<file path="src/rtl/maple_rx_ctrl_if.sv">
// Bundle of the Maple receiver link, the packet header handshake and the statistics readout.
// The master modport is the receive sequencer; the slave modport is its environment.
interface maple_rx_ctrl_if;
    logic        rx_trigger_start;
    logic        rx_start_detected;
    logic        rx_end_detected;
    logic [7:0]  rx_data;
    logic        rx_data_produce;

    logic        pkt_valid;
    logic        pkt_ready;
    logic [7:0]  pkt_frames;
    logic [7:0]  pkt_sender;
    logic [7:0]  pkt_recipient;
    logic [7:0]  pkt_command;
    logic [7:0]  pkt_func;

    logic [15:0] stat_ok;
    logic [15:0] stat_err;
    logic [15:0] stat_overrun;

    modport master (
        output rx_trigger_start,
        input  rx_start_detected,
        input  rx_end_detected,
        input  rx_data,
        input  rx_data_produce,
        output pkt_valid,
        input  pkt_ready,
        output pkt_frames,
        output pkt_sender,
        output pkt_recipient,
        output pkt_command,
        output pkt_func,
        output stat_ok,
        output stat_err,
        output stat_overrun
    );

    modport slave (
        input  rx_trigger_start,
        output rx_start_detected,
        output rx_end_detected,
        output rx_data,
        output rx_data_produce,
        input  pkt_valid,
        output pkt_ready,
        input  pkt_frames,
        input  pkt_sender,
        input  pkt_recipient,
        input  pkt_command,
        input  pkt_func,
        input  stat_ok,
        input  stat_err,
        input  stat_overrun
    );
endinterface

</file>
<file path="src/rtl/maple_rx_ctrl.sv">
// Maple bus receive sequencer: arms the receiver, frames the byte stream, validates the
// length against the frame-count header, enforces a watchdog and hands headers downstream.
module maple_rx_ctrl #(
    parameter int TIMEOUT_CYCLES = 2000000,
    parameter int REARM_GAP      = 16
) (
    input  logic           clk,
    input  logic           rst_n,
    maple_rx_ctrl_if.master bus
);

    typedef enum logic [2:0] {
        IDLE,
        ARM,
        WAIT_START,
        RECEIVE,
        CHECK,
        GAP
    } state_t;

    localparam int TO_W  = $clog2(TIMEOUT_CYCLES);
    localparam int GAP_W = (REARM_GAP > 1) ? $clog2(REARM_GAP) : 1;
    localparam logic [TO_W-1:0]  TO_LAST  = TO_W'(TIMEOUT_CYCLES - 1);
    localparam logic [GAP_W-1:0] GAP_LAST = GAP_W'(REARM_GAP - 1);
    localparam logic [10:0]      BYTE_MAX = 11'h7FF;

    state_t            state_reg;
    logic [TO_W-1:0]   to_cnt_reg;
    logic [GAP_W-1:0]  gap_cnt_reg;
    logic [10:0]       byte_cnt_reg;
    logic [7:0]        hdr_reg [0:4];

    logic              trigger_reg;
    logic              valid_reg;
    logic [7:0]        frames_reg;
    logic [7:0]        sender_reg;
    logic [7:0]        recipient_reg;
    logic [7:0]        command_reg;
    logic [7:0]        func_reg;
    logic [15:0]       ok_reg;
    logic [15:0]       err_reg;
    logic [15:0]       ovr_reg;

    logic [10:0]       expected_len;
    logic              len_ok;
    logic              capture;
    logic              timeout_hit;

    // 4 + 4*N always fits in 11 bits (max 1024 for N = 255).
    assign expected_len = 11'd4 + {1'b0, hdr_reg[0], 2'b00};
    assign len_ok       = (byte_cnt_reg == expected_len);
    assign capture      = bus.rx_data_produce && ((state_reg == WAIT_START) || (state_reg == RECEIVE));
    assign timeout_hit  = (to_cnt_reg == TO_LAST);

    function automatic logic [15:0] sat_inc(input logic [15:0] v);
        return (v == 16'hFFFF) ? v : v + 16'd1;
    endfunction

    always_ff @(posedge clk or negedge rst_n) begin
        if (!rst_n) begin
            state_reg     <= IDLE;
            to_cnt_reg    <= '0;
            gap_cnt_reg   <= '0;
            byte_cnt_reg  <= '0;
            for (int i = 0; i < 5; i++) hdr_reg[i] <= '0;
            trigger_reg   <= 1'b0;
            valid_reg     <= 1'b0;
            frames_reg    <= '0;
            sender_reg    <= '0;
            recipient_reg <= '0;
            command_reg   <= '0;
            func_reg      <= '0;
            ok_reg        <= '0;
            err_reg       <= '0;
            ovr_reg       <= '0;
        end else begin
            trigger_reg <= 1'b0;
            // A commit in CHECK below overrides this consumption.
            if (valid_reg && bus.pkt_ready) valid_reg <= 1'b0;

            case (state_reg)
                IDLE: begin
                    state_reg   <= ARM;
                    trigger_reg <= 1'b1;
                end
                ARM: begin
                    byte_cnt_reg <= '0;
                    to_cnt_reg   <= '0;
                    for (int i = 0; i < 5; i++) hdr_reg[i] <= '0;
                    state_reg    <= WAIT_START;
                end
                WAIT_START: begin
                    if (bus.rx_start_detected || bus.rx_data_produce) begin
                        state_reg  <= RECEIVE;
                        to_cnt_reg <= '0;
                    end else if (bus.rx_end_detected) begin
                        state_reg <= CHECK;
                    end else if (timeout_hit) begin
                        state_reg   <= GAP;
                        gap_cnt_reg <= '0;
                    end else begin
                        to_cnt_reg <= to_cnt_reg + TO_W'(1);
                    end
                end
                RECEIVE: begin
                    if (bus.rx_end_detected) begin
                        state_reg <= CHECK;
                    end else if (bus.rx_data_produce) begin
                        to_cnt_reg <= '0;
                    end else if (timeout_hit) begin
                        state_reg   <= GAP;
                        gap_cnt_reg <= '0;
                        err_reg     <= sat_inc(err_reg);
                    end else begin
                        to_cnt_reg <= to_cnt_reg + TO_W'(1);
                    end
                end
                CHECK: begin
                    state_reg   <= GAP;
                    gap_cnt_reg <= '0;
                    if (len_ok) begin
                        if (!valid_reg || bus.pkt_ready) begin
                            valid_reg     <= 1'b1;
                            frames_reg    <= hdr_reg[0];
                            sender_reg    <= hdr_reg[1];
                            recipient_reg <= hdr_reg[2];
                            command_reg   <= hdr_reg[3];
                            func_reg      <= (hdr_reg[0] == 8'd0) ? 8'd0 : hdr_reg[4];
                            ok_reg        <= sat_inc(ok_reg);
                        end else begin
                            ovr_reg <= sat_inc(ovr_reg);
                        end
                    end else begin
                        err_reg <= sat_inc(err_reg);
                    end
                end
                GAP: begin
                    if (gap_cnt_reg == GAP_LAST) begin
                        state_reg   <= ARM;
                        trigger_reg <= 1'b1;
                    end else begin
                        gap_cnt_reg <= gap_cnt_reg + GAP_W'(1);
                    end
                end
                default: state_reg <= IDLE;
            endcase

            // Only WAIT_START/RECEIVE capture, so this never collides with the ARM clear.
            if (capture) begin
                if (byte_cnt_reg < 11'd5) hdr_reg[byte_cnt_reg[2:0]] <= bus.rx_data;
                if (byte_cnt_reg != BYTE_MAX) byte_cnt_reg <= byte_cnt_reg + 11'd1;
            end
        end
    end

    assign bus.rx_trigger_start = trigger_reg;
    assign bus.pkt_valid        = valid_reg;
    assign bus.pkt_frames       = frames_reg;
    assign bus.pkt_sender       = sender_reg;
    assign bus.pkt_recipient    = recipient_reg;
    assign bus.pkt_command      = command_reg;
    assign bus.pkt_func         = func_reg;
    assign bus.stat_ok          = ok_reg;
    assign bus.stat_err         = err_reg;
    assign bus.stat_overrun     = ovr_reg;

endmodule

</file>
<file path="src/flat_wrapper.sv">
// flat-port wrapper written by rule: the top's interface ports become plain ports
module maple_rx_ctrl_flat 
#(
    parameter int TIMEOUT_CYCLES = 2000000,
    parameter int REARM_GAP      = 16
)
  (clk, rst_n, bus_rx_trigger_start, bus_rx_start_detected, bus_rx_end_detected, bus_rx_data, bus_rx_data_produce, bus_pkt_valid, bus_pkt_ready, bus_pkt_frames, bus_pkt_sender, bus_pkt_recipient, bus_pkt_command, bus_pkt_func, bus_stat_ok, bus_stat_err, bus_stat_overrun);
  maple_rx_ctrl_if bus_i ();
  input  logic clk;
  input  logic rst_n;
  output wire logic [$bits(bus_i.rx_trigger_start)-1:0] bus_rx_trigger_start;
  input wire logic [$bits(bus_i.rx_start_detected)-1:0] bus_rx_start_detected;
  input wire logic [$bits(bus_i.rx_end_detected)-1:0] bus_rx_end_detected;
  input wire logic [$bits(bus_i.rx_data)-1:0] bus_rx_data;
  input wire logic [$bits(bus_i.rx_data_produce)-1:0] bus_rx_data_produce;
  output wire logic [$bits(bus_i.pkt_valid)-1:0] bus_pkt_valid;
  input wire logic [$bits(bus_i.pkt_ready)-1:0] bus_pkt_ready;
  output wire logic [$bits(bus_i.pkt_frames)-1:0] bus_pkt_frames;
  output wire logic [$bits(bus_i.pkt_sender)-1:0] bus_pkt_sender;
  output wire logic [$bits(bus_i.pkt_recipient)-1:0] bus_pkt_recipient;
  output wire logic [$bits(bus_i.pkt_command)-1:0] bus_pkt_command;
  output wire logic [$bits(bus_i.pkt_func)-1:0] bus_pkt_func;
  output wire logic [$bits(bus_i.stat_ok)-1:0] bus_stat_ok;
  output wire logic [$bits(bus_i.stat_err)-1:0] bus_stat_err;
  output wire logic [$bits(bus_i.stat_overrun)-1:0] bus_stat_overrun;
  assign bus_rx_trigger_start = bus_i.rx_trigger_start;
  assign bus_i.rx_start_detected = bus_rx_start_detected;
  assign bus_i.rx_end_detected = bus_rx_end_detected;
  assign bus_i.rx_data = bus_rx_data;
  assign bus_i.rx_data_produce = bus_rx_data_produce;
  assign bus_pkt_valid = bus_i.pkt_valid;
  assign bus_i.pkt_ready = bus_pkt_ready;
  assign bus_pkt_frames = bus_i.pkt_frames;
  assign bus_pkt_sender = bus_i.pkt_sender;
  assign bus_pkt_recipient = bus_i.pkt_recipient;
  assign bus_pkt_command = bus_i.pkt_command;
  assign bus_pkt_func = bus_i.pkt_func;
  assign bus_stat_ok = bus_i.stat_ok;
  assign bus_stat_err = bus_i.stat_err;
  assign bus_stat_overrun = bus_i.stat_overrun;
  maple_rx_ctrl #(.TIMEOUT_CYCLES(TIMEOUT_CYCLES), .REARM_GAP(REARM_GAP)) u_core (.clk(clk), .rst_n(rst_n), .bus(bus_i));
endmodule
</file>
<file path="config.mk">
export PLATFORM = sky130hd
export DESIGN_NAME = maple_rx_ctrl_flat
export DESIGN_NICKNAME = d
export VERILOG_FILES = /design/src/rtl/maple_rx_ctrl_if.sv /design/src/rtl/maple_rx_ctrl.sv /design/src/flat_wrapper.sv
export SDC_FILE = /design/constraint.sdc
export NUM_CORES = 1
export LEC_CHECK = 0
export BUFFER_PORTS_ARGS = -buffer_cell sky130_fd_sc_hd__buf_2
export CAP_MARGIN = 30
export CORE_MARGIN = 4
export CORE_UTILIZATION = 45
export CTS_BUF_LIST = sky130_fd_sc_hd__clkbuf_4
export CTS_CLUSTER_SIZE = 30
export DETAILED_ROUTE_END_ITERATION = 8
export PLACE_DENSITY = 0.73
export SYNTH_ARGS = -nofsm -noshare
export SYNTH_HDL_FRONTEND = slang
export SYNTH_SLANG_ARGS = --single-unit
</file>
<file path="constraint.sdc">
create_clock -name clk -period 2.62 [get_ports clk]
set_clock_uncertainty 0.2 [all_clocks]
set_input_delay 0.131 -clock clk [delete_from_list [all_inputs] [get_ports clk]]
set_output_delay 0.131 -clock clk [all_outputs]
set_load 0.05 [all_outputs]
</file>
# --- After elaboration in Yosys (flattened, before gate mapping) ---
# Index checks and enable logic that the tools add are counted.
word_totals:
  regBits: 169
  input_bits: 14
  output_inout_bits: 90
op_classes:
  n_addsub: 7
  n_lt_le_gt_ge: 3
  eq_ne: 22
  n_mux: 42
  bitwise_logic: 4
  reduce_logical: 19
ops:
  columns: ["op", "count"]
  rows:
  - ["40-bit 2-to-1 mux", 3]
  - ["21-bit 2-to-1 mux", 5]
  - ["16-bit 2-to-1 mux", 5]
  - ["21-bit case mux with 3 select lines", 1]
  - ["16-bit by 1-bit adder with 16-bit output, second input constant", 3]
  - ["16-bit == test, second input constant", 3]
  - ["40-bit bitwise mux", 1]
  - ["11-bit 2-to-1 mux", 3]
  - ["16-bit case mux with 2 select lines", 1]
  - ["8-bit demux with 3-bit select", 1]
  - ["4-bit 2-to-1 mux", 6]
  - ["21-bit by 1-bit adder with 21-bit output, second input constant", 1]
  - ["21-bit == test, second input constant", 1]
  - ["3-bit 2-to-1 mux", 6]
  - ["3-bit case mux with 6 select lines", 1]
  - ["8-bit 2-to-1 mux", 2]
  - ["4-bit case mux with 4 select lines", 1]
  - ["2-bit != test, second input constant", 6]
  - ["11-bit by 1-bit adder with 11-bit output, second input constant", 1]
  - ["3-bit by 10-bit adder with 11-bit output, first input constant", 1]
  - ["11-bit == test", 1]
  - ["11-bit by 3-bit less-than comparator with 1-bit output, second input constant", 1]
  - ["11-bit != test, second input constant", 1]
  - ["8-bit logical NOT", 1]
  - ["other kinds (25)", 41]

# --- Longest topological paths before layout ---
# Gate-level depths: netlist (run 1).
depth:
  ltp_word: 8
  depth_mapped: 11
  depth_no_buf: 10

# --- Least setup slack after synthesis (run 1) ---
# No wires, ideal clock.
synth_path:
  path_kind: "register -> register"
  startpoint: "reg u_core.hdr_reg[32] in the netlist's numbering"
  endpoint: "reg u_core.ok_reg[4], in the netlist u_core.bus.stat_ok[4]"
  setup_time_ns: 0.141
  arrival_ns: 2.596
  required_ns: 2.279
  setup_slack_ns: -0.317
  stages_incl_launch_ff: 11
  cell_sequence: "dfrtp_1 > ha_1 > xor2_1 > or3_1 > a21oi_1 > nor3_1 > or4b_4 > a41oi_4 > buf_6 > nand4_1 > xnor2_1"
synth_via:
  elab_chain_len: 3
synth_rtl:
  columns: ["item", "line", "rtl"]
  rows:
  - ["from (decl)", "maple_rx_ctrl.sv:31", "logic [7:0] hdr_reg [0:4];"]
  - ["from (signal, indexed assignment)", "maple_rx_ctrl.sv:150", "if (byte_cnt_reg < 11'd5) hdr_reg[byte_cnt_reg[2:0]] <= bus.rx_data;"]
  - ["3-bit by 10-bit adder with 11-bit output", "maple_rx_ctrl.sv:50", "assign expected_len = 11'd4 + {1'b0, hdr_reg[0], 2'b00};"]
  - ["11-bit == test", "maple_rx_ctrl.sv:51", "assign len_ok = (byte_cnt_reg == expected_len);"]
  - ["4-bit AND reduction (no source line)", null, null]
  - ["to (signal assigned)", "maple_rx_ctrl.sv:129", "ok_reg <= sat_inc(ok_reg);"]
  - ["to (decl)", "maple_rx_ctrl.sv:40", "logic [15:0] ok_reg;"]
# Every way passes these cells.
# A chain may end at the register's enable or synchronous reset.

# --- Worst setup path after layout (run 1) ---
layout_path:
  startpoint: "reg u_core.hdr_reg[32] in the netlist's numbering"
  endpoint: "reg u_core.ok_reg[1], in the netlist u_core.bus.stat_ok[1]"
# The elaborated chain is that of the path after synthesis.

==> results_dict.tcl, run 1 <==
set metrics [dict create \
    status "complete, but fails checks" \
    violations "setup timing" \
    fin_util_pct 60.3 \
    crit_chain "ha_4 > xor2_1 > or3_1 > a21oi_2 > nor3_2 > or4b_4 > a41oi_4 > buf_4 > mux2_4" \
    synthAdderAreaFrac_pct 1.44 \
    fin_nets 989 \
    critPathMaxStageDelay_ns 0.53 \
    ff2ff_path_depth 9 \
    fin_ws_ns -0.280 \
    layout_min_cycle_time_ns 2.90 \
    cp_max_fo 5 \
    ys_warn_count 0 \
    min_to "u_core.hdr_reg[7]" \
    slowest_stage "or4b_4" \
    final_hold_viol_count 0 \
    start_util_pct 46.5 \
    fill_cells 1355 \
    drc_errors 0 \
    synth_top_family_by_area "simple AND/OR/NAND/NOR gates" \
    die_h_um 140 \
    clkLatencyLatePin_ns 0.56 \
    synth.area.mux_share_pct 5.03 \
    grt_pass1_wl_um 31400 \
    fp.dieW_um 140 \
    worst_slew_pin_slew_ns 0.587 \
    core_um2 16800 \
    seq_area_frac_synth_pct 54.1 \
    clockBufferDepth 2 \
    cts.sinks 169 \
    root_buffer "clkbuf_4" \
    cp-start-kind "register" \
    synth-seq-cells 169 \
    synthSimpleGateAreaFrac_pct 20.9 \
    placed_cell_area_um2 9100 \
    relSlewSlack_pct 60.6 \
    wl_per_cell_um 16.1 \
    r2r-end "u_core.bus.stat_ok[1]" \
    fin_tns_setup_ns -12.15 \
    maxCapViolations 0 \
    die_area_um2 19500 \
    fmax_ghz 0.345 \
    power.share.sequential_pct 44.7 \
    worstHoldPathCells 4 \
    internal-power_w 0.00463 \
    r2r_start "u_core.hdr_reg[32]" \
    synthFlopType "dfrtp_1" \
    place_inst 1136 \
    overflow 0 \
    reg2reg_setup_slack_ns -0.28 \
    rsz0062_at_grt "true" \
    vias_per_cell 5.40 \
    cts_made_buffers 17 \
    postLayoutCellArea_um2 10100 \
    p_total_w 0.00776 \
    drive_above_1_share_pct 33.5 \
    area_delta_synth_final_pct 29.8 \
    powerDensity_nw_per_um2 765 \
    rows 47 \
    io_pins 104 \
    synthCells 771 \
    drtIter0Drc 484 \
    report.final.slew_viol_count 0 \
    pwr-share-clk_pct 19.8 \
    setup_viol 72 \
    dp_hpwl_um 12700 \
    path_class "register to register" \
    p_sw_w 0.00313 \
    netSwitchingFraction_pct 40.3 \
    cp-end-kind "register" \
    clk_pin_slew_ns 0.14 \
    wirelength_um 19400 \
    period_share_pct 111 \
    fin_cells 1202 \
    synth_xor_area_share_pct 7.40 \
    grt_pass1_vias 6225 \
    async_reset_ff_share_pct 100 \
    hold_class "primary input to register" \
    syn_nets 794 \
    htreeDepth 4 \
    netlist_area_um2 7810 \
    p_comb_share_pct 35.5 \
    track_usage_pct 19.5 \
    synth_cell_type_count 60 \
    synth_edf_count 0 \
    grt_max_degree 53 \
    portBuffers 103 \
    cp.arrival_ns 3.15 \
    synth_area_per_cell_um2 10.1 \
    hp-start "bus_rx_data[7]" \
    critPathRequiredTime_ns 2.87 \
    antenna_found_initial 1 \
    vias 6491 \
    ant_nets 0 \
    synth_compound_area_share_pct 8.65 \
    cellLeakagePower_nw 4.92 \
    dr.pass1.iters 5 \
    cts_tree "done" \
    gp_congestion 0.837 \
    ir_worst_vdd_uv 595 \
    largest_register_ffs 40 \
]
kinds of logic (layout without fill, tap and decap cells):
family | Yosys count | count (layout)
simple gates | 339 | 339
flops | 169 | 169
compound gates | 108 | 108
mux | 35 | 35
other cells | 0 | 4
buf+inv | 45 | 252
fa+ha+maj | 9 | 9
xor+xnor | 66 | 66
Yosys cell counts (16+ instances only):
cell type  count  share of area, %
clkbuf_1      25               1.2
dfrtp_1      169                54
and3_1        16               1.3
nor2_1        42               2.0
nand3_1       45               2.9
xor2_1        24               2.7
xnor2_1       42               4.7
nor3_1        16               1.0
mux2_2        34               4.9
nand4_1       23               1.8
nand2_1      145               7.0
o21ai_0       66               4.2
cell usage in the layout (no fill, tap or decap), types with 24 or more instances in the layout:
master / netlist / routed
buf_4: 2 / 71
nor2_1: 42 / 38
xor2_1: 24 / 24
dfrtp_1: 169 / 167
buf_2: 4 / 102
nand3_1: 45 / 43
mux2_2: 34 / 28
xnor2_1: 42 / 39
o21ai_0: 66 / 53
nand2_1: 145 / 133
layer usage:
| layer | vias up | share of wire, % | track usage, % |
|---|---|---|---|
| met5 | - | 0 | 0 |
| met4 | 0 | 1.6 | 5.81 |
| met3 | 25 | 5.8 | 4.22 |
| met2 | 191 | 48 | 31.0 |
| met1 | 3194 | 45 | 27.2 |
| li1 | 3081 | - | - |
power by group through the flow:
stage               clock, W  sequential, W  combinational, W
floorplan                  0        0.00390           0.00117
global placement           0        0.00345           0.00248
detailed placement         0        0.00346           0.00255
CTS                  0.00157        0.00342           0.00268
global route         0.00169        0.00353           0.00300
finish               0.00153        0.00347           0.00276
final cells by class:
class	count	area (um^2)	area share, %
timing repair buffer	210	1570	15.5
antenna	4	10.0	0.0987
multi-input combinational	557	3730	36.8
tap	220	275	2.71
clock buffer	19	143	1.41
inverter	11	41.3	0.407
sequential	169	4230	41.7
clock inverter	12	140	1.38
critical path: cells and delay by family (launching register included):
kind | cells | cell delay, ns
XOR/XNOR | 1 | 0.13
adder cells (fa/ha/maj) | 1 | 0.20
AO/OA/AOI/OAI | 2 | 0.44
AND/OR/NAND/NOR | 3 | 0.92
buffers and inverters | 1 | 0.16
flip-flops | 1 | 0.47
multiplexers | 1 | 0.28
worst max path at each step:
stage	slack, ns	end	cells after the start	from
2_1_floorplan	-0.21	u_core.bus.stat_ok[4]	10	u_core.hdr_reg[32]
3_3_place_gp	-0.25	u_core.bus.stat_ok[4]	10	u_core.hdr_reg[33]
3_5_place_dp	-0.30	u_core.bus.stat_ok[4]	10	u_core.hdr_reg[33]
4_1_cts	-0.27	u_core.bus.stat_ok[4]	10	u_core.hdr_reg[32]
5_1_grt	-0.36	u_core.bus.stat_overrun[5]	13	u_core.hdr_reg[32]
6_report	-0.28	u_core.bus.stat_ok[1]	9	u_core.hdr_reg[32]
repair_timing:
action | 4_1_cts | 5_1_grt
setup buffers | 9 | 6
gates cloned | 6 | 1
hold buffers | 15 | 0
hold endpoints to repair | 225 | 0
gates resized for setup | 64 | 41
pin swaps | 27 | 13
endpoints found under the setup margin | 67 | 84
per-stage QoR:
step / setup WS, ns / hold WS, ns
after detailed placement: -0.301 / -0.107
after global placement: -0.249 / -0.106
final: -0.280 / 0.201
after floorplan: -0.209 / -0.365
after CTS: -0.267 / 0.157
after global routing: -0.364 / 0.188
No activity file was read; power rests on OpenSTA's default activity.
==> run 2: changes to the inputs <==
--- a/config.mk
+++ b/config.mk
@@ -7,12 +7,13 @@
 export LEC_CHECK = 0
 export BUFFER_PORTS_ARGS = -buffer_cell sky130_fd_sc_hd__buf_2
 export CAP_MARGIN = 30
-export CORE_MARGIN = 4
 export CORE_UTILIZATION = 45
 export CTS_BUF_LIST = sky130_fd_sc_hd__clkbuf_4
 export CTS_CLUSTER_SIZE = 30
 export DETAILED_ROUTE_END_ITERATION = 8
+export GPL_TIMING_DRIVEN = 0
 export PLACE_DENSITY = 0.73
+export SETUP_SLACK_MARGIN = 0.1
 export SYNTH_ARGS = -nofsm -noshare
 export SYNTH_HDL_FRONTEND = slang
 export SYNTH_SLANG_ARGS = --single-unit
==> run 2 against run 1 <==
The run still ends with setup timing left. Sequential power hardly changed. Utilization is 2.0 points lower. Critical path depth shrank 1. Cell count down 2.7%. Clock power about the same. Global-route usage rose by 1.2 points. First-iteration DRC count fell by 30%. Fmax down 1.2%. Die area shrank 8.4%. Combinational power fell by 5%.
==> results_dict.tcl, run 2 (synthesized netlist as in run 1, its figures left out) <==
set metrics [dict create \
    rows 47 \
    fp.dieW_um 134 \
    grt_pass1_vias 6038 \
    slowest_stage "or4b_4" \
    vias_per_cell 5.41 \
    fin_ws_ns -0.316 \
    hold_class "primary input to register" \
    dr.pass1.iters 4 \
    rsz0062_at_grt "true" \
    portBuffers 102 \
    setup_viol 69 \
    crit_chain "ha_4 > or2b_1 > a311oi_4 > nor3_2 > or4b_4 > a41oi_4 > buf_4 > mux2_4" \
    cp.arrival_ns 3.22 \
    track_usage_pct 20.7 \
    period_share_pct 112 \
    largest_register_ffs 40 \
    report.final.slew_viol_count 0 \
    wirelength_um 18100 \
    drtIter0Drc 341 \
    htreeDepth 4 \
    hp-start "bus_rx_data[2]" \
    critPathRequiredTime_ns 2.91 \
    core_um2 16800 \
    grt_pass1_wl_um 29500 \
    die_area_um2 17900 \
    cts_tree "done" \
    grt_max_degree 124 \
    worst_slew_pin_slew_ns 0.657 \
    ir_worst_vdd_uv 487 \
    worstSetupStartpoint "u_core.hdr_reg[32]" \
    path_class "register to register" \
    relSlewSlack_pct 55.6 \
    vias 6330 \
    root_buffer "clkbuf_4" \
    start_util_pct 46.6 \
    final_cell_mix "dfrtp_1 (164), nand2_1 (141), buf_2 (102)" \
    cts_made_buffers 17 \
    critPathMaxStageDelay_ns 0.56 \
    status "complete, but fails checks" \
    clkLatencyLatePin_ns 0.59 \
    mostFrequentLayoutCell "dfrtp_1" \
    final_hold_viol_count 0 \
    drc_errors 0 \
    io_pins 104 \
    die_h_um 134 \
    cp-end-kind "register" \
    layout_min_cycle_time_ns 2.94 \
    cp_max_fo 5 \
    powerDensity_nw_per_um2 781 \
    drive_above_1_share_pct 30.5 \
    clockBufferDepth 2 \
    dp_hpwl_um 11800 \
    clk_pin_slew_ns 0.16 \
    overflow 0 \
    dp_slack_ns -0.445 \
    violations "setup timing" \
    r2r_start "u_core.hdr_reg[32]" \
    gp_congestion 0.821 \
    fin_cells 1169 \
    antenna_found_initial 1 \
    place_inst 1094 \
    area_delta_synth_final_pct 25.1 \
    cellLeakagePower_nw 4.67 \
    maxCapViolations 0 \
    cp-start-kind "register" \
    holdWs_ns 0.166 \
    cts.sinks 169 \
    ant_nets 0 \
    fmax_ghz 0.341 \
    wl_per_cell_um 15.5 \
    fin_nets 958 \
    p_total_w 0.00764 \
]
-- run 2: cell count changes in the layout (fill, tap and decap cells not counted), sizes merged --
cell      before  now
buf          195  144
diode          4    1
clkinvlp       1    2
clkbuf        20   38
bufinv         2    1
inv           17   20
-- run 2: path summary, 6_finish.rpt --
check                                              end  slack (ns)  cells after the start
max reg2reg                      u_core.bus.stat_ok[1]       -0.32                      8
min                                  u_core.hdr_reg[2]        0.17                      4
min in group asynchronous  u_core.bus.stat_overrun[10]        0.41                      4
min reg2reg                   u_core.bus.pkt_frames[1]        0.30                      2
max                              u_core.bus.stat_ok[1]       -0.32                      8
max in group asynchronous           u_core.hdr_reg[33]        1.16                      4
-- run 2: area by class of cell --
| cell class | count | area [um^2] |
|---|---|---|
| Fill cell | 1380 | 6980 |
| Timing Repair Buffer | 146 | 957 |
| Antenna cell | 1 | 2.50 |
| Sequential cell | 169 | 4240 |
| Buffer | 33 | 221 |
| Tap cell | 220 | 275 |
| Clock buffer | 17 | 128 |
| Inverter | 11 | 41.3 |
| Multi-Input combinational cell | 557 | 3760 |
| Clock inverter | 15 | 156 |
-- run 2: per-layer routing --
layer	routed length, um	track usage [%]	up-vias
met5	0	0	-
met4	300	7.77	0
met3	1030	5.63	25
met2	8570	32.1	171
met1	8160	27.8	3114
li1	-	-	3020
-- run 2: worst max-delay path, delay by kind of cell, from the launching register on --
family / cells / cell delay [ns]
and+or+nand+nor: 3 / 0.92
adders and majority gates: 1 / 0.20
AOI/OAI and AO/OA: 2 / 0.60
DFF: 1 / 0.48
buffers and inverters: 1 / 0.16
muxes: 1 / 0.28
-- run 2: power by group --
| part | switching, W | internal [W] | leakage, nW | total (W) |
|---|---|---|---|---|
| logic | 0.00180 | 0.000828 | 2.26 | 0.00262 |
| registers | 0.000392 | 0.00307 | 2.26 | 0.00346 |
| clock network | 0.00104 | 0.000513 | 0.152 | 0.00155 |
-- run 2: metrics by stage --
step	TNS [ns]	cell area [um^2]	util, %
2_1_floorplan	-2.20	7860	-
3_3_place_gp	-261.72	8640	51.6
3_5_place_dp	-26.36	8680	51.8
4_1_cts	-11.35	9440	56.3
5_1_grt	-17.16	9780	58.4
6_report	-9.58	9780	58.4
-- run 2: what timing repair did --
action | in CTS | in global routing
buffers inserted | 16 | 11
hold endpoints to repair | 228 | 0
pin swaps | 10 | 11
resized for setup | 43 | 73
hold buffers | 15 | 0
endpoints found under the setup margin | 134 | 156
gates cloned | 1 | 0
